[config.mk]
export PLATFORM = sky130hd
export DESIGN_NAME = clk_div_multi
export DESIGN_NICKNAME = d
export VERILOG_FILES = /design/src/rtl/clk_div_pkg.sv /design/src/rtl/clk_div_chan.sv /design/src/rtl/clk_div_multi.sv
export SDC_FILE = /design/constraint.sdc
export NUM_CORES = 1
export LEC_CHECK = 0
export ABC_CLOCK_PERIOD_IN_PS = 4300
export CORE_UTILIZATION = 64
export CTS_CLUSTER_SIZE = 16
export DETAILED_ROUTE_END_ITERATION = 6
export HOLD_SLACK_MARGIN = 0.05
export PLACE_DENSITY = 0.85
export SYNTH_ARGS = -nofsm -noshare
export SYNTH_HDL_FRONTEND = slang
export SYNTH_SLANG_ARGS = --single-unit
[constraint.sdc]
create_clock -name clk -period 4.3 [get_ports clk]
set_clock_uncertainty 0.2 [all_clocks]
set_input_delay 0.86 -clock clk [delete_from_list [all_inputs] [get_ports clk]]
set_output_delay 0.86 -clock clk [all_outputs]
set_load 0.05 [all_outputs]
[src/rtl/clk_div_pkg.sv]
// Shared widths and defaults for the multi-channel clock divider.
package clk_div_pkg;

    localparam int unsigned CNT_W_DEF        = 9;
    localparam int unsigned DEFAULT_HALF_DEF = 100;
    localparam int unsigned CH_IDX_W         = 4;

    typedef logic [CNT_W_DEF-1:0] half_t;

endpackage

[src/rtl/clk_div_chan.sv]
// One divider channel: half-period counter, square-wave output, toggle tick and
// a single-entry pending half-period that commits on the next wrap.
module clk_div_chan
    import clk_div_pkg::*;
#(
    parameter int unsigned CNT_W        = CNT_W_DEF,
    parameter int unsigned DEFAULT_HALF = DEFAULT_HALF_DEF
) (
    input  logic             clk,
    input  logic             rst,
    input  logic             i_en,
    input  logic             i_sync,
    input  logic             i_acc,
    input  logic [CNT_W-1:0] i_half,
    output logic             o_pending,
    output logic             o_div_out,
    output logic             o_div_tick
);

    logic [CNT_W-1:0] r_cnt;
    logic [CNT_W-1:0] r_half;
    logic [CNT_W-1:0] r_pend_half;
    logic             r_pending;
    logic             r_div_out;
    logic             r_div_tick;
    logic             w_wrap;
    logic             w_commit;

    assign w_wrap   = i_en & ~i_sync & (r_cnt == r_half);
    // A disabled channel has no boundary to wait for, so it commits immediately.
    assign w_commit = r_pending & (~i_en | i_sync | w_wrap);

    always_ff @(posedge clk) begin
        if (rst) begin
            r_cnt      <= '0;
            r_div_out  <= 1'b0;
            r_div_tick <= 1'b0;
        end else if (~i_en | i_sync) begin
            r_cnt      <= '0;
            r_div_out  <= 1'b0;
            r_div_tick <= 1'b0;
        end else if (w_wrap) begin
            r_cnt      <= '0;
            r_div_out  <= ~r_div_out;
            r_div_tick <= 1'b1;
        end else begin
            r_cnt      <= CNT_W'(r_cnt + 1'b1);
            r_div_tick <= 1'b0;
        end
    end

    // Accept only arrives while nothing is pending, so accept and commit never coincide.
    always_ff @(posedge clk) begin
        if (rst) begin
            r_half      <= CNT_W'(DEFAULT_HALF);
            r_pend_half <= '0;
            r_pending   <= 1'b0;
        end else if (i_acc) begin
            r_pend_half <= i_half;
            r_pending   <= 1'b1;
        end else if (w_commit) begin
            r_half      <= r_pend_half;
            r_pending   <= 1'b0;
        end
    end

    assign o_pending  = r_pending;
    assign o_div_out  = r_div_out;
    assign o_div_tick = r_div_tick;

endmodule

[src/rtl/clk_div_multi.sv]
// N-channel programmable clock divider with valid/ready half-period updates.
// Optional CLKDIV_SYNC_EN adds sync_in to realign all enabled channel phases.
module clk_div_multi
    import clk_div_pkg::*;
#(
    parameter int unsigned N_CH         = 4,
    parameter int unsigned CNT_W        = CNT_W_DEF,
    parameter int unsigned DEFAULT_HALF = DEFAULT_HALF_DEF
) (
    input  logic                clk,
    input  logic                rst,
`ifdef CLKDIV_SYNC_EN
    input  logic                sync_in,
`endif
    input  logic [N_CH-1:0]     ch_en,
    input  logic                cfg_valid,
    output logic                cfg_ready,
    input  logic [CH_IDX_W-1:0] cfg_chan,
    input  logic [CNT_W-1:0]    cfg_half,
    output logic                cfg_err,
    output logic [N_CH-1:0]     div_out,
    output logic [N_CH-1:0]     div_tick
);

    localparam int unsigned MAX_CH = 1 << CH_IDX_W;

    logic              w_sync;
    logic              w_idx_ok;
    logic [N_CH-1:0]   w_pending;
    logic [N_CH-1:0]   w_acc;
    logic [MAX_CH-1:0] w_pend_ext;
    logic              r_cfg_err;

`ifdef CLKDIV_SYNC_EN
    assign w_sync = sync_in;
`else
    assign w_sync = 1'b0;
`endif

    assign w_idx_ok = (32'(cfg_chan) < N_CH);

    // Zero-extend pending flags so any 4-bit index selects a defined bit.
    always_comb begin
        w_pend_ext             = '0;
        w_pend_ext[N_CH-1:0]   = w_pending;
    end

    assign cfg_ready = w_idx_ok ? ~w_pend_ext[cfg_chan] : 1'b1;

    for (genvar g = 0; g < N_CH; g++) begin : g_ch
        assign w_acc[g] = cfg_valid & cfg_ready & w_idx_ok & (cfg_chan == CH_IDX_W'(g));

        clk_div_chan #(
            .CNT_W        (CNT_W),
            .DEFAULT_HALF (DEFAULT_HALF)
        ) u_chan (
            .clk        (clk),
            .rst        (rst),
            .i_en       (ch_en[g]),
            .i_sync     (w_sync),
            .i_acc      (w_acc[g]),
            .i_half     (cfg_half),
            .o_pending  (w_pending[g]),
            .o_div_out  (div_out[g]),
            .o_div_tick (div_tick[g])
        );
    end

    // Out-of-range requests are always accepted and flagged one cycle later.
    always_ff @(posedge clk) begin
        if (rst) begin
            r_cfg_err <= 1'b0;
        end else begin
            r_cfg_err <= cfg_valid & ~w_idx_ok;
        end
    end

    assign cfg_err = r_cfg_err;

endmodule

==> run summary, run 1 <==
Hold Fails Final Rpt - 0
Per-cell routed wire length - 15.7 um
Multi-input gate area - 2660 um2
Total CTS buffers - 17
Synth Warn # - 0
Comb pwr share - 0.041
Final wirelength - 10,600 um
Layout cell share with drive strength beyond 1 - 0.106
Via Count - 3,815
Root buffer cell - clkbuf_8
Final setup vio count - 0
RD Place Congestion - 0.766
Initial DRC count - 182
CTS sink cnt - 121
Critical Path Sink Type - output port
Placed insts - 644
Hold Path Class - reg2reg
Layout area overhead - 15.3%
Final Max Tran Viols - 0
Minimum clock period - 3.90 ns
Total core area - 7850 um2
CTS tree - yes
Filler cell count - 508
HPWL after DPL - 6710 um
Die Height - 92.9 um
CP max FO - 4
Mean Syn Cell Area - 9.81 um2
Status - finished clean
Worst slew pin tran - 1.03 ns
Synth Net Count - 563
Post-synthesis instance area - 5290 um2
Vias in the first global route - 3,844
Final instance area - 6090 um2
Area after DPL - 5540 um2
Critical Path Source Type - input pin
VDD IR max - 277 uV
Flop pwr share - 0.447
Mapped Cells - 539
Setup Total Neg Slack - 0 ns
Switching Fraction - 0.222
Xor/xnor cell area share of the yosys netlist - 0.113
Total grt overflow - 0
Worst Path Required - 3.24 ns
Tot GR Track Use - 0.267
Post-route ant nets - 0
# rows - 32
RSZ-0062 raised after global routing - false
H-Tree Depth - 4
Top Ports - 30
Sw Pwr - 568 uW
Post-synthesis mux area share - 0.141
Leak - 2.30 nW
Final Core Density - 0.777
Number of post-CTS setup repair buffers - 0
Clock transition at path regs - 0.05 ns
Critical path type - in2out
Post-CTS Hold Buffers - 0
Initial antenna violation count - 0
Arr. time, crit path - 2.84 ns
Worst skew pair latency - 0.51 ns
Simple-gate share of the synthesized area - 0.188
Headroom to the max-slew limit - 0.314
Max Buffers Root-to-Sink - 2
Post-synthesis adder-cell area fraction - 0.00947
Power Internal - 1.99 mW
Seq/Total Area, Yosys - 0.458
Wire length of the first global-routing pass - 17,700 um
Final period utilization - 0.908
Post-synthesis compound-gate area fraction - 0.0521
PostCTS Resize Cnt - 0
Nets - 585
Register area - 2420 um2
Vias/cell - 5.64
IO Port Bufs - 29
Die area - 8630 um2
Fmax - 256 MHz
Max cap viols - 0
Ant diodes - 0
Synthesized flop and latch total - 121
Chip Width - 92.9 um
Largest net degree at the start of global routing - 66
Non-Filler Instances - 676
Largest family of logic cells by synthesized area - simple AND/OR/NAND/NOR gates
Count of cell types in the netlist - 35
Effective utilization at floorplan - 0.674
Clock Power Share - 0.512
Power density over the cells - 419 nW/um2
Post-route DRC violation count - 0
TritonRoute pass-1 iters - 5
-- state kept, by name, indices dropped and copies added, names as in the netlist --
| name | flops |
|---|---|
| g_ch.u_chan.r_cnt | 36 |
| g_ch.u_chan.r_half | 36 |
| g_ch.u_chan.r_pend_half | 36 |
| g_ch.u_chan.o_div_out | 4 |
| g_ch.u_chan.o_div_tick | 4 |
| g_ch.u_chan.o_pending | 4 |
| cfg_err | 1 |
-- layout by cell type (no fill, tap or decap), types with 9 or more instances in the layout --
master	n
nand3_1	16
clkbuf_16	16
clkdlybuf4s50_1	28
xor2_1	21
nor2_1	99
mux2i_1	72
nand2_1	62
xnor2_1	38
dfxtp_1	121
nand4_1	9
-- cells in the mapped netlist, drive strengths merged --
master	instances	area, um2
buf	18	134
nand2	64	245
mux4	1	22.5
inv	9	33.8
nand3	20	120
nor4	4	25.0
o31ai	4	30.0
nand4	13	106
nor2	99	372
and3	3	20.0
nor3b	1	7.51
dfxtp	121	2420
o32ai	4	65.1
or4	4	30.0
a21oi	8	40.0
xnor2	43	414
mux2i	72	721
xor2	21	184
clkbuf	10	37.5
ha	4	50.1
and4	4	35.0
nor4b	1	15.0
nor2b	2	12.5
nor3	1	5.00
o311ai	8	140
-- path summary, 6_finish.rpt --
path / cells after the start / slack, ns / startpoint / end
max: 4 / 0.40 / cfg_chan[1] / cfg_ready
min: 2 / 0.26 / g_ch[1].u_chan.r_pend_half[3] / g_ch[1].u_chan.r_half[3]
max reg2reg: 4 / 1.96 / g_ch[0].u_chan.r_cnt[0] / g_ch[0].u_chan.r_half[2]
min reg2reg: 2 / 0.26 / g_ch[1].u_chan.r_pend_half[3] / g_ch[1].u_chan.r_half[3]
-- metal layers --
metal | GRT usage | vias to the layer above | part of all wire
met3 | 0.0599 | 14 | 0.046
met1 | 0.316 | 1848 | 0.43
met2 | 0.467 | 81 | 0.52
met4 | 0.104 | 0 | 0.013
li1 | - | 1872 | -
met5 | 0 | - | 0
-- worst max-delay path: stages --
cell,delay [ns]
clkdlybuf4s50_1,0.57
mux4_2,0.53
nand2_1,0.09
clkdlybuf4s50_1,0.79
-- power groups by stage --
stage	Combinational (mW)	Sequential [mW]	Clock, mW
6_report	0.104	1.14	1.31
3_3_place_gp	0.0986	1.17	0
4_1_cts	0.103	1.14	1.32
2_1_floorplan	0.0603	1.17	0
5_1_grt	0.112	1.14	1.37
3_5_place_dp	0.102	1.17	0
-- kinds of logic (layout without fill, tap and decap cells) --
family	Yosys count	in the layout
simple gates	216	216
xor+xnor	64	64
buf+inv	37	72
fa+ha+maj	4	4
compound gates	24	24
mux	73	73
flops	121	121
-- metrics by stage --
step / setup WS, ns / hold slack [ns] / power [mW]
6_report: 0.396 / 0.262 / 2.56
5_1_grt: 0.348 / 0.277 / 2.63
4_1_cts: 0.388 / 0.264 / 2.57
3_5_place_dp: 0.389 / 0.259 / 1.27
3_3_place_gp: 0.450 / 0.250 / 1.26
2_1_floorplan: 1.56 / 0.238 / 1.23
-- area by class of cell --
type                    instances  share of cell area
clock buffers                  18              0.0686
clock inverters                14              0.0218
inverters                       9             0.00554
multi-input cells             381               0.436
flip-flops and latches        121               0.397
well taps                     102              0.0209
repair buffers                 31              0.0493
Note: power is estimated with default switching activity, not from simulation.
==> inputs of run 2 (changes only) <==
- GPL_ROUTABILITY_DRIVEN: default -> 0
==> results of run 2 <==
No change in the layout: final DEF, timing and power equal those of run 1.
